--- config.mk ---
export PLATFORM = sky130hd
export DESIGN_NAME = sparc_ffu_frf_arb_flat
export DESIGN_NICKNAME = d
export VERILOG_FILES = /design/src/rtl/sparc_ffu_frf_arb_pkg.sv /design/src/rtl/sparc_ffu_frf_arb_if.sv /design/src/rtl/sparc_ffu_frf_ldq.sv /design/src/rtl/sparc_ffu_frf_arb.sv /design/src/flat_wrapper.sv
export SDC_FILE = /design/constraint.sdc
export NUM_CORES = 1
export LEC_CHECK = 0
export ABC_AREA = 1
export BUFFER_PORTS_ARGS = -buffer_cell sky130_fd_sc_hd__buf_2
export CAP_MARGIN = 20
export CORE_AREA = 2 2 170 172
export CTS_BUF_LIST = sky130_fd_sc_hd__clkbuf_4
export CTS_CLUSTER_SIZE = 8
export DETAILED_ROUTE_END_ITERATION = 8
export DIE_AREA = 0 0 172 174
export PLACE_DENSITY = 0.66
export SYNTH_ARGS = -nofsm -noshare
export SYNTH_HDL_FRONTEND = slang
export SYNTH_SLANG_ARGS = --single-unit
--- constraint.sdc ---
create_clock -name rclk -period 18.5 [get_ports rclk]
set_clock_uncertainty 0.1 [all_clocks]
set_input_delay 3.7 -clock rclk [delete_from_list [all_inputs] [get_ports rclk]]
set_output_delay 3.7 -clock rclk [all_outputs]
set_load 0.02 [all_outputs]
--- src/rtl/sparc_ffu_frf_arb_pkg.sv ---
// Shared types and constants for the FFU register-file port arbiter.
// The FRF port is 78 bits wide: two 39-bit halves, each with its own write enable.
package frf_arb_pkg;
    localparam int FRF_ADDR_W = 7;
    localparam int FRF_HALF_W = 39;
    localparam int FRF_DATA_W = 2 * FRF_HALF_W;
    localparam int RD_LAT     = 2;

    typedef enum logic [1:0] {
        SRC_NONE = 2'd0,
        SRC_LD   = 2'd1,
        SRC_FPU  = 2'd2,
        SRC_RD   = 2'd3
    } src_e;

    typedef struct packed {
        logic [FRF_ADDR_W-1:0] addr;
        logic [1:0]            wen;
        logic [FRF_DATA_W-1:0] data;
    } ld_ent_t;
endpackage

--- src/rtl/sparc_ffu_frf_arb_if.sv ---
// Requester and FRF-side signals of the arbiter.
// The master modport is the environment; the slave modport is the arbiter.
interface sparc_ffu_frf_arb_if #(parameter int TAG_W = 2);
    import frf_arb_pkg::*;

    logic                  lsu_ld_vld;
    logic [FRF_ADDR_W-1:0] lsu_ld_addr;
    logic [1:0]            lsu_ld_wen;
    logic [FRF_DATA_W-1:0] lsu_ld_data;
    logic                  ld_buf_full;

    logic                  fpu_wr_req;
    logic [FRF_ADDR_W-1:0] fpu_wr_addr;
    logic [1:0]            fpu_wr_wen;
    logic [FRF_DATA_W-1:0] fpu_wr_data;
    logic                  fpu_wr_gnt;

    logic                  rd_req;
    logic [FRF_ADDR_W-1:0] rd_addr;
    logic [TAG_W-1:0]      rd_tag;
    logic                  rd_gnt;

    logic [FRF_DATA_W-1:0] frf_dp_data;
    logic                  rd_rsp_vld;
    logic [TAG_W-1:0]      rd_rsp_tag;
    logic [FRF_DATA_W-1:0] rd_rsp_data;

    logic [1:0]            ctl_frf_wen;
    logic                  ctl_frf_ren;
    logic [FRF_ADDR_W-1:0] ctl_frf_addr;
    logic [FRF_DATA_W-1:0] dp_frf_data;

    modport master (
        output lsu_ld_vld, lsu_ld_addr, lsu_ld_wen, lsu_ld_data,
        output fpu_wr_req, fpu_wr_addr, fpu_wr_wen, fpu_wr_data,
        output rd_req, rd_addr, rd_tag, frf_dp_data,
        input  ld_buf_full, fpu_wr_gnt, rd_gnt,
        input  rd_rsp_vld, rd_rsp_tag, rd_rsp_data,
        input  ctl_frf_wen, ctl_frf_ren, ctl_frf_addr, dp_frf_data
    );

    modport slave (
        input  lsu_ld_vld, lsu_ld_addr, lsu_ld_wen, lsu_ld_data,
        input  fpu_wr_req, fpu_wr_addr, fpu_wr_wen, fpu_wr_data,
        input  rd_req, rd_addr, rd_tag, frf_dp_data,
        output ld_buf_full, fpu_wr_gnt, rd_gnt,
        output rd_rsp_vld, rd_rsp_tag, rd_rsp_data,
        output ctl_frf_wen, ctl_frf_ren, ctl_frf_addr, dp_frf_data
    );
endinterface

--- src/rtl/sparc_ffu_frf_ldq.sv ---
// Small FIFO holding LSU load-return writes that lost the FRF port.
// A push while full is dropped, and a pop while empty is ignored.
module sparc_ffu_frf_ldq
    import frf_arb_pkg::*;
#(
    parameter int DEPTH = 2,
    localparam int CW = $clog2(DEPTH + 1),
    localparam int PW = (DEPTH > 1) ? $clog2(DEPTH) : 1
) (
    input  logic          rclk,
    input  logic          arst_l,
    input  logic          push,
    input  logic          pop,
    input  ld_ent_t       din,
    output ld_ent_t       head,
    output logic [CW-1:0] count,
    output logic          full,
    output logic          empty
);
    ld_ent_t       mem_q [DEPTH];
    ld_ent_t       mem_d [DEPTH];
    logic [PW-1:0] wr_ptr_q, wr_ptr_d, rd_ptr_q, rd_ptr_d;
    logic [CW-1:0] count_q, count_d;
    logic          push_ok, pop_ok;

    function automatic logic [PW-1:0] ptr_inc(input logic [PW-1:0] p);
        return (p == PW'(DEPTH - 1)) ? '0 : p + PW'(1);
    endfunction

    assign full    = (count_q == CW'(DEPTH));
    assign empty   = (count_q == '0);
    assign count   = count_q;
    assign head    = mem_q[rd_ptr_q];
    assign push_ok = push && !full;
    assign pop_ok  = pop && !empty;

    always_comb begin
        mem_d    = mem_q;
        wr_ptr_d = wr_ptr_q;
        rd_ptr_d = rd_ptr_q;
        count_d  = count_q;
        if (push_ok) begin
            mem_d[wr_ptr_q] = din;
            wr_ptr_d        = ptr_inc(wr_ptr_q);
        end
        if (pop_ok) rd_ptr_d = ptr_inc(rd_ptr_q);
        case ({push_ok, pop_ok})
            2'b10:   count_d = count_q + CW'(1);
            2'b01:   count_d = count_q - CW'(1);
            default: count_d = count_q;
        endcase
    end

    always_ff @(posedge rclk or negedge arst_l) begin
        if (!arst_l) begin
            wr_ptr_q <= '0;
            rd_ptr_q <= '0;
            count_q  <= '0;
        end else begin
            wr_ptr_q <= wr_ptr_d;
            rd_ptr_q <= rd_ptr_d;
            count_q  <= count_d;
        end
    end

    // Payload needs no reset: an entry is only read after it has been written.
    always_ff @(posedge rclk) begin
        mem_q <= mem_d;
    end
endmodule

--- src/rtl/sparc_ffu_frf_arb.sv ---
// Arbiter for the single FFU register-file R/W port, shared by three sources.
// Loads win over FPU writes and reads; FPU writes and reads alternate round-robin.
module sparc_ffu_frf_arb
    import frf_arb_pkg::*;
#(
    parameter int LDQ_DEPTH  = 2,
    parameter int STARVE_MAX = 4,
    parameter int TAG_W      = 2
) (
    input  logic rclk,
    input  logic arst_l,
    sparc_ffu_frf_arb_if.slave bus
);
    localparam int CW = $clog2(LDQ_DEPTH + 1);
    localparam int SW = $clog2(STARVE_MAX + 1);

    src_e                        src;
    ld_ent_t                     ld_in, ld_sel, q_head;
    logic [CW-1:0]               q_count;
    logic                        q_full, q_empty, push, pop;
    logic                        req_pend, ld_avail, override;
    logic [SW-1:0]               starve_q, starve_d;
    logic                        rr_q, rr_d;
    logic [RD_LAT:1]             vld_pipe_q, vld_pipe_d;
    logic [RD_LAT:1][TAG_W-1:0]  tag_pipe_q, tag_pipe_d;

    assign ld_in = '{addr: bus.lsu_ld_addr, wen: bus.lsu_ld_wen, data: bus.lsu_ld_data};

    sparc_ffu_frf_ldq #(.DEPTH(LDQ_DEPTH)) u_ldq (
        .rclk  (rclk),
        .arst_l(arst_l),
        .push  (push),
        .pop   (pop),
        .din   (ld_in),
        .head  (q_head),
        .count (q_count),
        .full  (q_full),
        .empty (q_empty)
    );

    // Override lets a starved FPU write or read take the port, but never when the buffer is full.
    always_comb begin
        src      = SRC_NONE;
        pop      = 1'b0;
        ld_sel   = '0;
        req_pend = bus.fpu_wr_req || bus.rd_req;
        ld_avail = !q_empty || bus.lsu_ld_vld;
        override = req_pend && (starve_q == SW'(STARVE_MAX)) && (q_count < CW'(LDQ_DEPTH));
        if (!arst_l) begin
            src = SRC_NONE;
        end else if (ld_avail && !override) begin
            src = SRC_LD;
            if (!q_empty) begin
                pop    = 1'b1;
                ld_sel = q_head;
            end else begin
                ld_sel = ld_in;
            end
        end else if (req_pend) begin
            src = (bus.rd_req && (!bus.fpu_wr_req || !rr_q)) ? SRC_RD : SRC_FPU;
        end
        push = arst_l && bus.lsu_ld_vld && !q_full && !(src == SRC_LD && q_empty);
    end

    always_comb begin
        bus.ctl_frf_wen  = 2'b00;
        bus.ctl_frf_ren  = 1'b0;
        bus.ctl_frf_addr = '0;
        bus.dp_frf_data  = '0;
        case (src)
            SRC_LD: begin
                bus.ctl_frf_wen  = ld_sel.wen;
                bus.ctl_frf_addr = ld_sel.addr;
                bus.dp_frf_data  = ld_sel.data;
            end
            SRC_FPU: begin
                bus.ctl_frf_wen  = bus.fpu_wr_wen;
                bus.ctl_frf_addr = bus.fpu_wr_addr;
                bus.dp_frf_data  = bus.fpu_wr_data;
            end
            SRC_RD: begin
                bus.ctl_frf_ren  = 1'b1;
                bus.ctl_frf_addr = bus.rd_addr;
            end
            default: ;
        endcase
    end

    assign bus.fpu_wr_gnt  = (src == SRC_FPU);
    assign bus.rd_gnt      = (src == SRC_RD);
    assign bus.ld_buf_full = q_full;
    assign bus.rd_rsp_vld  = vld_pipe_q[RD_LAT];
    assign bus.rd_rsp_tag  = tag_pipe_q[RD_LAT];
    assign bus.rd_rsp_data = bus.frf_dp_data;

    always_comb begin
        starve_d = starve_q;
        rr_d     = rr_q;
        if (src == SRC_FPU || src == SRC_RD) begin
            starve_d = '0;
            rr_d     = (src == SRC_RD);
        end else if (req_pend && src == SRC_LD && starve_q != SW'(STARVE_MAX)) begin
            starve_d = starve_q + SW'(1);
        end
        vld_pipe_d    = {vld_pipe_q[RD_LAT-1:1], bus.rd_gnt};
        tag_pipe_d[1] = bus.rd_gnt ? bus.rd_tag : '0;
        for (int i = 2; i <= RD_LAT; i++) tag_pipe_d[i] = tag_pipe_q[i-1];
    end

    always_ff @(posedge rclk or negedge arst_l) begin
        if (!arst_l) begin
            starve_q   <= '0;
            rr_q       <= 1'b0;
            vld_pipe_q <= '0;
            tag_pipe_q <= '0;
        end else begin
            starve_q   <= starve_d;
            rr_q       <= rr_d;
            vld_pipe_q <= vld_pipe_d;
            tag_pipe_q <= tag_pipe_d;
        end
    end

    ld_no_push_when_full: assert property (@(posedge rclk) disable iff (!arst_l)
        !(bus.lsu_ld_vld && q_full));
endmodule

--- src/flat_wrapper.sv ---
// flat-port wrapper written by rule: the top's interface ports become plain ports
module sparc_ffu_frf_arb_flat import frf_arb_pkg::*;
#(
    parameter int LDQ_DEPTH  = 2,
    parameter int STARVE_MAX = 4,
    parameter int TAG_W      = 2
)
  (rclk, arst_l, bus_lsu_ld_vld, bus_lsu_ld_addr, bus_lsu_ld_wen, bus_lsu_ld_data, bus_fpu_wr_req, bus_fpu_wr_addr, bus_fpu_wr_wen, bus_fpu_wr_data, bus_rd_req, bus_rd_addr, bus_rd_tag, bus_frf_dp_data, bus_ld_buf_full, bus_fpu_wr_gnt, bus_rd_gnt, bus_rd_rsp_vld, bus_rd_rsp_tag, bus_rd_rsp_data, bus_ctl_frf_wen, bus_ctl_frf_ren, bus_ctl_frf_addr, bus_dp_frf_data);
  sparc_ffu_frf_arb_if #(.TAG_W(TAG_W)) bus_i ();
  input  logic rclk;
  input  logic arst_l;
  input wire logic [$bits(bus_i.lsu_ld_vld)-1:0] bus_lsu_ld_vld;
  input wire logic [$bits(bus_i.lsu_ld_addr)-1:0] bus_lsu_ld_addr;
  input wire logic [$bits(bus_i.lsu_ld_wen)-1:0] bus_lsu_ld_wen;
  input wire logic [$bits(bus_i.lsu_ld_data)-1:0] bus_lsu_ld_data;
  input wire logic [$bits(bus_i.fpu_wr_req)-1:0] bus_fpu_wr_req;
  input wire logic [$bits(bus_i.fpu_wr_addr)-1:0] bus_fpu_wr_addr;
  input wire logic [$bits(bus_i.fpu_wr_wen)-1:0] bus_fpu_wr_wen;
  input wire logic [$bits(bus_i.fpu_wr_data)-1:0] bus_fpu_wr_data;
  input wire logic [$bits(bus_i.rd_req)-1:0] bus_rd_req;
  input wire logic [$bits(bus_i.rd_addr)-1:0] bus_rd_addr;
  input wire logic [$bits(bus_i.rd_tag)-1:0] bus_rd_tag;
  input wire logic [$bits(bus_i.frf_dp_data)-1:0] bus_frf_dp_data;
  output wire logic [$bits(bus_i.ld_buf_full)-1:0] bus_ld_buf_full;
  output wire logic [$bits(bus_i.fpu_wr_gnt)-1:0] bus_fpu_wr_gnt;
  output wire logic [$bits(bus_i.rd_gnt)-1:0] bus_rd_gnt;
  output wire logic [$bits(bus_i.rd_rsp_vld)-1:0] bus_rd_rsp_vld;
  output wire logic [$bits(bus_i.rd_rsp_tag)-1:0] bus_rd_rsp_tag;
  output wire logic [$bits(bus_i.rd_rsp_data)-1:0] bus_rd_rsp_data;
  output wire logic [$bits(bus_i.ctl_frf_wen)-1:0] bus_ctl_frf_wen;
  output wire logic [$bits(bus_i.ctl_frf_ren)-1:0] bus_ctl_frf_ren;
  output wire logic [$bits(bus_i.ctl_frf_addr)-1:0] bus_ctl_frf_addr;
  output wire logic [$bits(bus_i.dp_frf_data)-1:0] bus_dp_frf_data;
  assign bus_i.lsu_ld_vld = bus_lsu_ld_vld;
  assign bus_i.lsu_ld_addr = bus_lsu_ld_addr;
  assign bus_i.lsu_ld_wen = bus_lsu_ld_wen;
  assign bus_i.lsu_ld_data = bus_lsu_ld_data;
  assign bus_i.fpu_wr_req = bus_fpu_wr_req;
  assign bus_i.fpu_wr_addr = bus_fpu_wr_addr;
  assign bus_i.fpu_wr_wen = bus_fpu_wr_wen;
  assign bus_i.fpu_wr_data = bus_fpu_wr_data;
  assign bus_i.rd_req = bus_rd_req;
  assign bus_i.rd_addr = bus_rd_addr;
  assign bus_i.rd_tag = bus_rd_tag;
  assign bus_i.frf_dp_data = bus_frf_dp_data;
  assign bus_ld_buf_full = bus_i.ld_buf_full;
  assign bus_fpu_wr_gnt = bus_i.fpu_wr_gnt;
  assign bus_rd_gnt = bus_i.rd_gnt;
  assign bus_rd_rsp_vld = bus_i.rd_rsp_vld;
  assign bus_rd_rsp_tag = bus_i.rd_rsp_tag;
  assign bus_rd_rsp_data = bus_i.rd_rsp_data;
  assign bus_ctl_frf_wen = bus_i.ctl_frf_wen;
  assign bus_ctl_frf_ren = bus_i.ctl_frf_ren;
  assign bus_ctl_frf_addr = bus_i.ctl_frf_addr;
  assign bus_dp_frf_data = bus_i.dp_frf_data;
  sparc_ffu_frf_arb #(.LDQ_DEPTH(LDQ_DEPTH), .STARVE_MAX(STARVE_MAX), .TAG_W(TAG_W)) u_core (.rclk(rclk), .arst_l(arst_l), .bus(bus_i));
endmodule
# == Yosys cells after proc, flatten, opt, wreduce, memory -nomap -nowiden ==
# Index checks and enable logic that the tools add are counted.
# word_totals
register_bits,188
wordCells,85
# classes
add_sub_neg,5
magnitude_cmp,4
n_eq_ne,8
mux,26
bitwise_logic,2
n_reduce_logical,26
# ops
operator,n
2-to-1 mux 87 bit,7
bitwise mux 174 bit,1
one-hot mux 78 bit (2 select lines),1
demux 87 bit (select 1 bit),1
one-hot mux 7 bit (3 select lines),1
logical AND 1 bit,13
equality test 2 bit (second input constant),4
2-to-1 mux 2 bit,4
one-hot mux 2 bit (2 select lines),2
2-to-1 mux 1 bit,7
zero test 1 bit,6
2-to-1 mux 3 bit,2
equality test 2 x 1 -> 1 bit (second input constant),2
greater-or-equal comparator 2 bit (second input constant),2
logical OR 1 bit,4
NOT 1 -> 2 bit,2
nonzero test 2 bit,2
adder 3 x 1 -> 3 bit (second input constant),1
equality test 3 bit (second input constant),1
!= test 3 bit (second input constant),1
adder 1 bit (second input constant),2
adder 2 x 1 -> 2 bit (second input constant),1
zero test 2 bit,1
< comparator 2 x 1 -> 1 bit (second input constant),1
other kinds (2),2

# == Depth between registers and ports, before layout ==
# Gate-level depths: netlist of the first run.
# logic_depth
ltp_word,14
ltp_mapped,18

# == Modules after synthesis ==
# A second synthesis of the first run with hierarchy kept.
# unflattened
hier_cells,946
area_unflattened_um2,9800.6
# by_module_without_submodules
module,instances,cells_per_inst,area_each_um2,seq_area_each_um2
sparc_ffu_frf_ldq,1,487,6561.3,5325.1
sparc_ffu_frf_arb,1,459,3239.4,250.2

# == Worst setup path before layout of the first run ==
# No wires, ideal clock.
# synth_timing
kind,in2out
start,input bus_fpu_wr_req
end,output bus_dp_frf_data[0]
t_arrival_ns,5.519
path_slack_ns,9.181
path_stages,14
path_cell_list,inv_1 nand2_1 nand3_1 nand2_1 nand3_1 inv_1 ha_1 buf_2 buf_2 buf_2 nand2_1 inv_1 nor2_1 nor2_1
# synth_via
elab_chain_len,9
elab_cells_between_ends,17
cone_classes,eq/ne: 2; mux: 7; reduce/logical: 8
# synth_rtl
element,line_no,rtl
"start, declared",flat_wrapper.sv:16,input wire logic [$bits(bus_i.fpu_wr_req)-1:0] bus_fpu_wr_req;
zero test 1 bit / logical OR 1 bit (equally long branches),"sparc_ffu_frf_arb.sv:60, sparc_ffu_frf_arb.sv:46",
logical OR 1 bit / logical AND 1 bit (equally long branches),"sparc_ffu_frf_arb.sv:60, sparc_ffu_frf_arb.sv:48",
logical AND 1 bit (on tied branches),"sparc_ffu_frf_arb.sv:60, sparc_ffu_frf_arb.sv:48",
2-to-1 mux 1 bit / zero test 1 bit (equally long branches),"sparc_ffu_frf_arb.sv:60, sparc_ffu_frf_arb.sv:51",
2-to-1 mux 2 bit / logical AND 1 bit (equally long branches),"sparc_ffu_frf_arb.sv:59, sparc_ffu_frf_arb.sv:51",
2-to-1 mux 2 bit *,sparc_ffu_frf_arb.sv:51,end else if (ld_avail && !override) begin
2-to-1 mux 2 bit *,sparc_ffu_frf_arb.sv:49,if (!arst_l) begin
equality test 2 bit *,--,
named net bus_fpu_wr_gnt,flat_wrapper.sv:25,output wire logic [$bits(bus_i.fpu_wr_gnt)-1:0] bus_fpu_wr_gnt;
one-hot mux 78 bit (2 select lines) *,sparc_ffu_frf_arb.sv:70,case (src)
"end, declared",flat_wrapper.sv:33,output wire logic [$bits(bus_i.dp_frf_data)-1:0] bus_dp_frf_data;
# The timed path passes the listed nets; every way through them passes the cells marked *.

# == Worst setup path in the final report of the first run ==
# layout_timing
start,input bus_fpu_wr_req
end,output bus_ctl_frf_addr[2]
# layout_via
elab_chain_len,9
elab_cells_between_ends,18
cone_classes,eq/ne: 3; mux: 7; reduce/logical: 8
# layout_rtl
element,line_no,rtl
zero test 1 bit / logical OR 1 bit (equally long branches),"sparc_ffu_frf_arb.sv:60, sparc_ffu_frf_arb.sv:46",
logical OR 1 bit / logical AND 1 bit (equally long branches),"sparc_ffu_frf_arb.sv:60, sparc_ffu_frf_arb.sv:48",
logical AND 1 bit (on tied branches),"sparc_ffu_frf_arb.sv:60, sparc_ffu_frf_arb.sv:48",
2-to-1 mux 1 bit / zero test 1 bit (equally long branches),"sparc_ffu_frf_arb.sv:60, sparc_ffu_frf_arb.sv:51",
2-to-1 mux 2 bit / logical AND 1 bit (equally long branches),"sparc_ffu_frf_arb.sv:59, sparc_ffu_frf_arb.sv:51",
2-to-1 mux 2 bit,sparc_ffu_frf_arb.sv:51,
2-to-1 mux 2 bit,sparc_ffu_frf_arb.sv:49,
equality test 2 bit / equality test 2 x 1 -> 1 bit (equally long branches),sparc_ffu_frf_arb.sv:70,
one-hot mux 7 bit (3 select lines) *,sparc_ffu_frf_arb.sv:70,
"end, declared",flat_wrapper.sv:32,output wire logic [$bits(bus_i.ctl_frf_addr)-1:0] bus_ctl_frf_addr;
# Mark *: on every way between the ends. The rest lies on a longest branch, timed or not.

==> impl_metrics.json, run 1 <==
{
  "setup.worst_path.class": "primary input to output pin",
  "setup_ws_ns": 8.52,
  "via_per_inst": 4.56,
  "relSlewSlack_pct": 28.3,
  "fp-row-count": 62,
  "portBuffers": 281,
  "yosys-top-cells-area": "edfxtp_1 50%, nand2_1 12%, nor2_1 9.5%",
  "start_kind": "primary input",
  "ys_ff_latch": 188,
  "root_buffer": "clkbuf_4",
  "grt.total_usage_pct": 19.8,
  "power_density_nw_per_um2": 118,
  "synthCells": 1259,
  "hold_depth": 0,
  "dieWidth_um": 172,
  "initial_core_util_pct": 37.4,
  "crit_path_start": "bus_fpu_wr_req",
  "setup_viol": 0,
  "hold_class": "register to register",
  "synth_area_um2": 10500,
  "io_pins": 438,
  "grt_pass1_vias": 7596,
  "drive_gt1_share_pct": 24.8,
  "wl_per_cell_um": 16.8,
  "die_area_um2": 29900,
  "worstPathMaxFanout": 47,
  "setup-tns-final_ns": 0,
  "rsz0062_at_grt": "false",
  "gp_congestion": 0.755,
  "numCtsBuffers": 17,
  "dp_slack_ns": 8.18,
  "drc": 0,
  "overflow": 0,
  "synth_top_area_share_pct": 49.5,
  "outcome": "finished, final reports clean",
  "clk_pin_slew_ns": 0.18,
  "cp.arrival_ns": 6.18,
  "final_common_cell": "nand2_1",
  "fin_crit_sh_pct": 53.9,
  "cts_tree": "yes",
  "yosysTopAreaCell": "edfxtp_1",
  "syn_avg_cell_area_um2": 8.38,
  "clk_latency_ns": 0.57,
  "final_net_count": 1694,
  "syn2layout_area_growth_pct": 12.1,
  "dp_hpwl_um": 21900,
  "first_pass_iters": 4,
  "cts_setup_buffers": 0,
  "reg2regPathDepth": 14,
  "vias": 8300,
  "period_minus_slack_ns": 9.98,
  "cts.repair.resized": 0,
  "htree_levels": 4,
  "drtIter0Drc": 424,
  "layout_common_cells": "350 x nand2_1, 281 x buf_2, 264 x nor2_1",
  "leakagePower_nw": 5.91,
  "tightest_slew_ns": 1.08,
  "ir_drop_mv": 0.0574,
  "grt_max_degree": 113,
  "core_area_um2": 28200,
  "ys_warn_count": 0,
  "critical_path_required_ns": 14.70,
  "drv_cap": 0,
  "min_from": "u_core.tag_pipe_d[3]$_DFF_PN0_",
  "die_h_um": 174,
  "rr_startpoint": "u_core.starve_q[0]$_DFFE_PN0P_",
  "ys_types": 29,
  "clock-sinks": 188,
  "max_freq_mhz": 100,
  "antenna_left": 0,
  "cts_buffer_depth": 2,
  "ys_seq_area_share_pct": 52.9,
  "cts_hold_buf": 0,
  "grt_antenna_before_repair": 5,
  "wl_um": 30500,
  "cp-end-kind": "output pin",
  "synth_fp_nets": 1532,
  "hold_viol_final": 0,
  "grt_first_pass_wirelength_um": 44200,
  "drv_slew": 0
}
[cells by family (layout without fill, tap and decap cells)]
group | count (synthesis) | in the layout | synth area share (%)
XOR/XNOR | 5 | 5 | 0.415
AND/OR/NAND/NOR | 798 | 798 | 31.8
buffers and inverters | 244 | 419 | 13.0
flip-flops | 188 | 188 | 52.9
adder cells (fa/ha/maj) | 7 | 7 | 0.830
other | 0 | 3 | 0
AO/OA/AOI/OAI | 17 | 17 | 1.13
[worst paths after layout]
| path | end | slack [ns] |
|---|---|---|
| worst max-delay path | bus_ctl_frf_addr[2] | 8.52 |
| worst min-delay path | u_core.bus.rd_rsp_tag[1]$_DFF_PN0_ | 0.27 |
| worst max register to register | u_core.u_ldq.mem_q[44]$_DFFE_PP_ | 14.24 |
| worst min register to register | u_core.bus.rd_rsp_tag[1]$_DFF_PN0_ | 0.27 |
| max in group asynchronous | u_core.u_ldq.rd_ptr_q$_DFFE_PN0P_ | 15.06 |
| min in group asynchronous | u_core.bus.rd_rsp_tag[0]$_DFF_PN0_ | 2.92 |
[Yosys cell counts, drive strengths merged]
library cell / count
edfxtp: 174
a22o: 7
clkinv: 1
xnor2: 2
o31ai: 1
nand2: 351
a211oi: 1
inv: 98
nor2: 266
clkbuf: 30
o21ai: 4
o21bai: 1
nand3: 94
a21oi: 3
buf: 115
xor2: 3
dfrtp: 14
ha: 7
or2: 87
[area by class of cell]
class / count / area, µm²
diodes: 3 / 7.51
clock buffers: 18 / 135
clock inverters: 14 / 149
fillers: 2947 / 16400
inverters: 99 / 373
multi-input cells: 827 / 3630
flip-flops and latches: 188 / 5580
well taps: 384 / 480
repair buffers: 288 / 1470
[routing by layer]
metal / global-route usage (%) / vias to the layer above / part of all wire (%)
met1: 22.3 / 3753 / 38
met3: 7.60 / 44 / 10
met4: 8.37 / 2 / 3.8
met2: 33.5 / 312 / 48
met5: 0 / - / 0.043
li1: - / 4189 / -
[critical path, cell delays in order]
cell and delay (ns):
buf_2 0.10, inv_1 0.06, nand2_1 0.09, nand3_1 0.18, nand2_1 0.10, nand2_1 0.07, nand2_1 0.12, inv_1 0.12
ha_1 0.21, nand2_1 0.07, inv_1 0.10, nand3_4 0.40, buf_12 0.36, nor2_1 0.15, nor2_1 0.05, nor2_1 0.07
buf_2 0.18
[power by group]
part | leakage [nW] | internal [mW] | switching, mW | total [mW]
Combinational | 3.99 | 0.197 | 0.420 | 0.617
Sequential | 1.76 | 0.526 | 0.0311 | 0.557
Clock | 0.156 | 0.0633 | 0.161 | 0.224
[flip-flops by register name (all words and copies together) (netlist names)]
register / flops
u_core.bus.rd_rsp_tag: 2
u_core.rr_q: 1
u_core.starve_q: 3
u_core.tag_pipe_d: 2
u_core.u_ldq.count: 2
u_core.u_ldq.mem_q: 174
u_core.u_ldq.rd_ptr_q: 1
u_core.u_ldq.wr_ptr_q: 1
u_core.vld_pipe_q: 2
[through the flow]
| step | power (mW) | cells | utilization [%] | hold slack (ns) | instance area [µm²] |
|---|---|---|---|---|---|
| global placement | 1.18 | 1785 | 40.8 | 0.234 | 11500 |
| finish | 1.40 | 1821 | 41.9 | 0.273 | 11800 |
| floorplan | 1.06 | 1259 | - | 0.231 | 10500 |
| CTS | 1.42 | 1817 | 41.8 | 0.275 | 11800 |
| detailed placement | 1.19 | 1785 | 40.8 | 0.235 | 11500 |
| global route | 1.51 | 1820 | 41.9 | 0.286 | 11800 |
Note: power is estimated with default switching activity, not from simulation.
==> run 2: changes to the inputs <==
Settings changed: CORE_AREA 2 2 170 172 to 2 2 171 173, DIE_AREA 0 0 172 174 to 0 0 173 175, PLACE_DENSITY 0.66 to 0.68.
Clock period 18.5 ns to 8.5 ns, I/O delays scaled along.
==> run 2 against run 1 <==
Net effect: first-iteration DRC count increased by 13%; power increased by 120%; sequential power increased by 120%; routed wire length increased by 0.31%; critical path depth unchanged; worst hold slack got worse by 0.0049 ns; utilization increased by 0.062 points; critical endpoint is now bus_ctl_frf_addr[0].
==> impl_metrics.json, run 2 (synthesis gave the netlist of run 1 again) <==
{
  "hold_class": "register to register",
  "switching_power_mw": 1.31,
  "power_density_nw_per_um2": 257,
  "grt_max_degree": 94,
  "dp_slack_ns": 2.50,
  "cts_setup_buffers": 0,
  "die_h_um": 175,
  "largest_reg_flops": 174,
  "setup_viol": 0,
  "hold_viol_final": 0,
  "wl_um": 30600,
  "setup.worst_path.class": "primary input to output pin",
  "cp.arrival_ns": 4.21,
  "first_pass_iters": 5,
  "io_pins": 438,
  "clk_latency_ns": 0.55,
  "dieWidth_um": 173,
  "relSlewSlack_pct": 30.9,
  "drtIter0Drc": 477,
  "finalPower_mw": 3.06,
  "outcome": "finished, final reports clean",
  "final_common_cell": "nand2_1",
  "htree_levels": 4,
  "p_int_mw": 1.75,
  "via_per_inst": 4.55,
  "drv_cap": 0,
  "p_comb_share_pct": 43.6,
  "overflow": 0,
  "period_minus_slack_ns": 6.01,
  "grt.total_usage_pct": 19.8,
  "vias": 8286,
  "tightest_slew_ns": 1.04,
  "antenna_left": 0,
  "ir_drop_mv": 0.136,
  "cts.repair.resized": 0,
  "drc": 0,
  "reg.largest.list": "u_core.u_ldq.mem_q (174), u_core.starve_q (3)",
  "numCtsBuffers": 17,
  "start_kind": "primary input",
  "final_net_count": 1696,
  "fp-row-count": 62,
  "r2r_slack_ns": 4.97,
  "clk_pin_slew_ns": 0.17,
  "worstPathMaxFanout": 60,
  "initial_core_util_pct": 37.1,
  "top_register": "u_core.u_ldq.mem_q",
  "setup_ws_ns": 2.49,
  "seqPwrFrac_pct": 39.3,
  "grt_antenna_before_repair": 8,
  "layout_common_cells": "350 x nand2_1, 281 x buf_2, 264 x nor2_1",
  "gp_congestion": 0.934,
  "grt_pass1_vias": 7719,
  "setup-tns-final_ns": 0,
  "cts_buffer_depth": 2,
  "wl_per_cell_um": 16.8,
  "cts_hold_buf": 0,
  "drv_slew": 0,
  "clock-sinks": 188,
  "root_buffer": "clkbuf_4",
  "dp.cells": 1786,
  "cp-end-kind": "output pin",
  "pwr-share-clk_pct": 17.0,
  "portBuffers": 281,
  "fin_crit_sh_pct": 70.7,
  "finalNonFillerCells": 1823,
  "die_area_um2": 30300,
  "core_area_um2": 28400,
  "rsz0062_at_grt": "false",
  "grt_first_pass_wirelength_um": 45900,
  "max_freq_mhz": 166,
  "syn2layout_area_growth_pct": 12.9,
  "drive_gt1_share_pct": 24.9,
  "critical_path_required_ns": 6.70,
  "cts_tree": "yes",
  "swShare_pct": 42.8,
  "dp_hpwl_um": 22100,
  "leakagePower_nw": 5.93
}
[run 2: cell types whose count changed in the layout (fill, tap and decap cells not counted)]
cell        previous run  this run
buf_16                 0         1
clkbuf_4              18        17
clkinv_2               2         1
inv_8                  3         4
clkinvlp_4             0         1
bufinv_16              0         1
clkinv_8               3         4
buf_12                 1         2
inv_6                  5         3
[run 2: power by group through the flow]
stage	Combinational (mW)	Clock [mW]	Sequential, mW
finish	1.33	0.520	1.20
detailed placement	1.34	0	1.23
CTS	1.35	0.542	1.20
floorplan	1.11	0	1.20
global placement	1.32	0	1.22
global route	1.53	0.579	1.22
[run 2: worst paths after layout]
check,from,end,cells after the start
max,bus_fpu_wr_req,bus_ctl_frf_addr[0],17
max reg2reg,u_core.starve_q[0]$_DFFE_PN0P_,u_core.u_ldq.mem_q[137]$_DFFE_PP_,14
min reg2reg,u_core.vld_pipe_q[1]$_DFF_PN0_,u_core.vld_pipe_q[2]$_DFF_PN0_,0
max in group asynchronous,arst_l,u_core.u_ldq.rd_ptr_q$_DFFE_PN0P_,1
min,u_core.vld_pipe_q[1]$_DFF_PN0_,u_core.vld_pipe_q[2]$_DFF_PN0_,0
min in group asynchronous,arst_l,u_core.u_ldq.rd_ptr_q$_DFFE_PN0P_,1
[run 2: layout make-up]
type	count	area, µm²
fillers	2910	16500
flip-flops and latches	188	5580
multi-input cells	827	3630
repair buffers	290	1520
well taps	384	480
inverters	99	373
clock inverters	15	191
clock buffers	17	128
diodes	3	7.51
[run 2: worst max-delay path, stage by stage]
cell	delay [ns]
buf_2	0.10
inv_1	0.06
nand2_1	0.12
nand3_1	0.21
nand2_1	0.09
nand2_1	0.06
nand2_1	0.11
inv_1	0.12
ha_1	0.20
nand2_1	0.06
inv_1	0.11
nand3_4	0.33
buf_16	0.33
nor2_1	0.17
nor2_1	0.06
nor2_1	0.11
buf_2	0.19
[run 2: per-stage QoR]
stage | util [%] | instance area, µm² | hold slack, ns
after detailed placement | 40.7 | 11500 | 0.235
after floorplan | - | 10500 | 0.231
after CTS | 41.8 | 11900 | 0.276
after global routing | 41.9 | 11900 | 0.279
after global placement | 40.6 | 11500 | 0.233
final | 42.0 | 11900 | 0.268
[run 2: per-layer routing]
metal  share of wire [%]  routed length [µm]  vias up  GRT usage [%]
met5               0.098                  30        -              0
li1                    -                   -     4192              -
met2                  49               15200      349           34.3
met3                  11                3470       39           9.94
met1                  37               11300     3702           21.4
met4                 2.1                 650        4           5.33
==> run 3: changes to the inputs <==
Clock period 8.5 ns to 5.5 ns, I/O delays scaled along.
==> run 3 against run 2 <==
Net effect: via count is 0.36% higher; clock power is 63% higher; sequential power is 56% higher; design area is 0.28% higher; setup slack worse by 1.8 ns; die area stayed put; utilization is 0.12 points higher; non-clock buffer count is 7 higher; power is 56% higher; clock-buffer cell count is 1 higher; global-route usage is 0.45 points higher; critical path depth stayed put.
==> impl_metrics.json, run 3 (synthesis gave the netlist of run 1 again) <==
{
  "outcome": "finished, final reports clean",
  "cpMostUsedCell": "nand2_1",
  "max_freq_mhz": 206,
  "antenna_left": 0,
  "wl_um": 31400,
  "grt_pass1_vias": 7799,
  "clk_latency_ns": 0.55,
  "tightest_slew_ns": 0.905,
  "slowest_stage": "buf_4",
  "wl_per_cell_um": 17.1,
  "portBuffers": 281,
  "dp.cells": 1795,
  "grt_max_degree": 92,
  "drv_cap": 0,
  "first_pass_iters": 4,
  "cts_buffer_depth": 2,
  "setup_viol": 0,
  "fin_crit_sh_pct": 88.3,
  "setup_ws_ns": 0.641,
  "final_common_cell": "nand2_1",
  "initial_core_util_pct": 37.1,
  "leakagePower_nw": 5.97,
  "slowest_delay_ns": 0.39,
  "cts_hold_buf": 0,
  "layout_common_cells": "350 x nand2_1, 281 x buf_2, 264 x nor2_1",
  "relSlewSlack_pct": 39.0,
  "hold_class": "primary input to asynchronous set/reset pin",
  "vias": 8316,
  "io_pins": 438,
  "largest_reg_flops": 174,
  "drv_slew": 0,
  "setup-tns-final_ns": 0,
  "crit_chain": "buf_2 > inv_1 > nand2_1 > nand3_1 > nand2_1 > nand2_1 > nand2_1 > inv_1 > ha_1 > nand2_1 > inv_1 > nand3_4 > buf_4 > nor2_1 > nor2_1 > nor2_1 > buf_2",
  "rr_endpoint": "u_core.u_ldq.mem_q[80]$_DFFE_PP_",
  "final_net_count": 1703,
  "critical_path_required_ns": 4.30,
  "dieWidth_um": 173,
  "utilization_pct": 42.1,
  "numCtsBuffers": 17,
  "cts.repair.resized": 0,
  "dp_hpwl_um": 23200,
  "clock-sinks": 188,
  "cp-end-kind": "output pin",
  "grt_first_pass_wirelength_um": 46700,
  "post-route-cell-area_um2": 11900,
  "start_kind": "primary input",
  "gp_congestion": 0.923,
  "syn2layout_area_growth_pct": 13.3,
  "reg.largest.list": "u_core.u_ldq.mem_q (174), u_core.starve_q (3)",
  "drive_gt1_share_pct": 25.2,
  "drc": 0,
  "finalNonFillerCells": 1830,
  "die_area_um2": 30300,
  "fp-row-count": 62,
  "die_h_um": 175,
  "clk_pin_slew_ns": 0.17,
  "ir_drop_mv": 0.226,
  "cts_setup_buffers": 0,
  "rr_startpoint": "u_core.starve_q[0]$_DFFE_PN0P_",
  "dp_slack_ns": 0.610,
  "grt.total_usage_pct": 20.2,
  "r2r_slack_ns": 2.09,
  "root_buffer": "clkbuf_4",
  "via_per_inst": 4.54,
  "grt_antenna_before_repair": 10,
  "drtIter0Drc": 506,
  "worstPathMaxFanout": 36,
  "overflow": 0,
  "core_area_um2": 28400,
  "hold_viol_final": 0,
  "cp.arrival_ns": 3.66,
  "period_minus_slack_ns": 4.86,
  "dpl_cell_area_um2": 11600,
  "top_register": "u_core.u_ldq.mem_q",
  "rsz0062_at_grt": "false",
  "finalPower_mw": 4.77,
  "power_density_nw_per_um2": 399,
  "setup.worst_path.class": "primary input to output pin",
  "reg2regPathDepth": 14,
  "whs_ns": 0.263,
  "htree_levels": 4,
  "cts_tree": "yes"
}
## run 3: worst max-delay path, delay by kind of cell
family	cells	cell delay, ns
adder cells (fa/ha/maj)	1	0.20
buffers and inverters	6	0.93
AND/OR/NAND/NOR	10	1.41
## run 3: layout make-up
type                            instances  area (µm²)
Inverter                               99         373
Clock buffer                           18         135
Multi-Input combinational cell        827        3630
Tap cell                              384         480
Fill cell                            2900       16400
Timing Repair Buffer                  297        1550
Antenna cell                            3        7.51
Clock inverter                         14         185
Sequential cell                       188        5580
## run 3: where the power goes
| group | internal, mW | leakage, nW | switching, mW |
|---|---|---|---|
| combinational | 0.678 | 4.04 | 1.37 |
| sequential | 1.77 | 1.76 | 0.100 |
| clock | 0.334 | 0.174 | 0.514 |
| total | 2.78 | 5.97 | 1.99 |
## run 3: worst max-delay path by stage
stage	cells past startpoint	endpoint	from	slack, ns
detailed placement	17	bus_dp_frf_data[71]	bus_fpu_wr_req	0.61
global route	18	bus_dp_frf_data[71]	u_core.starve_q[0]$_DFFE_PN0P_	0.33
finish	17	bus_dp_frf_data[71]	bus_fpu_wr_req	0.64
global placement	17	bus_dp_frf_data[71]	bus_fpu_wr_req	0.74
floorplan	11	u_core.u_ldq.mem_q[0]$_DFFE_PP_	bus_fpu_wr_req	-0.95
CTS	17	bus_dp_frf_data[71]	bus_fpu_wr_req	0.60
## run 3: per-layer routing
| layer | vias up | global-route usage [%] | share of wire [%] | wire [µm] |
|---|---|---|---|---|
| met5 | - | 0.160 | 0.16 | 51 |
| met3 | 52 | 10.4 | 12 | 3710 |
| met2 | 338 | 33.7 | 48 | 15000 |
| met1 | 3723 | 21.8 | 37 | 11500 |
| met4 | 8 | 8.05 | 3.6 | 1120 |
| li1 | 4195 | - | - | - |
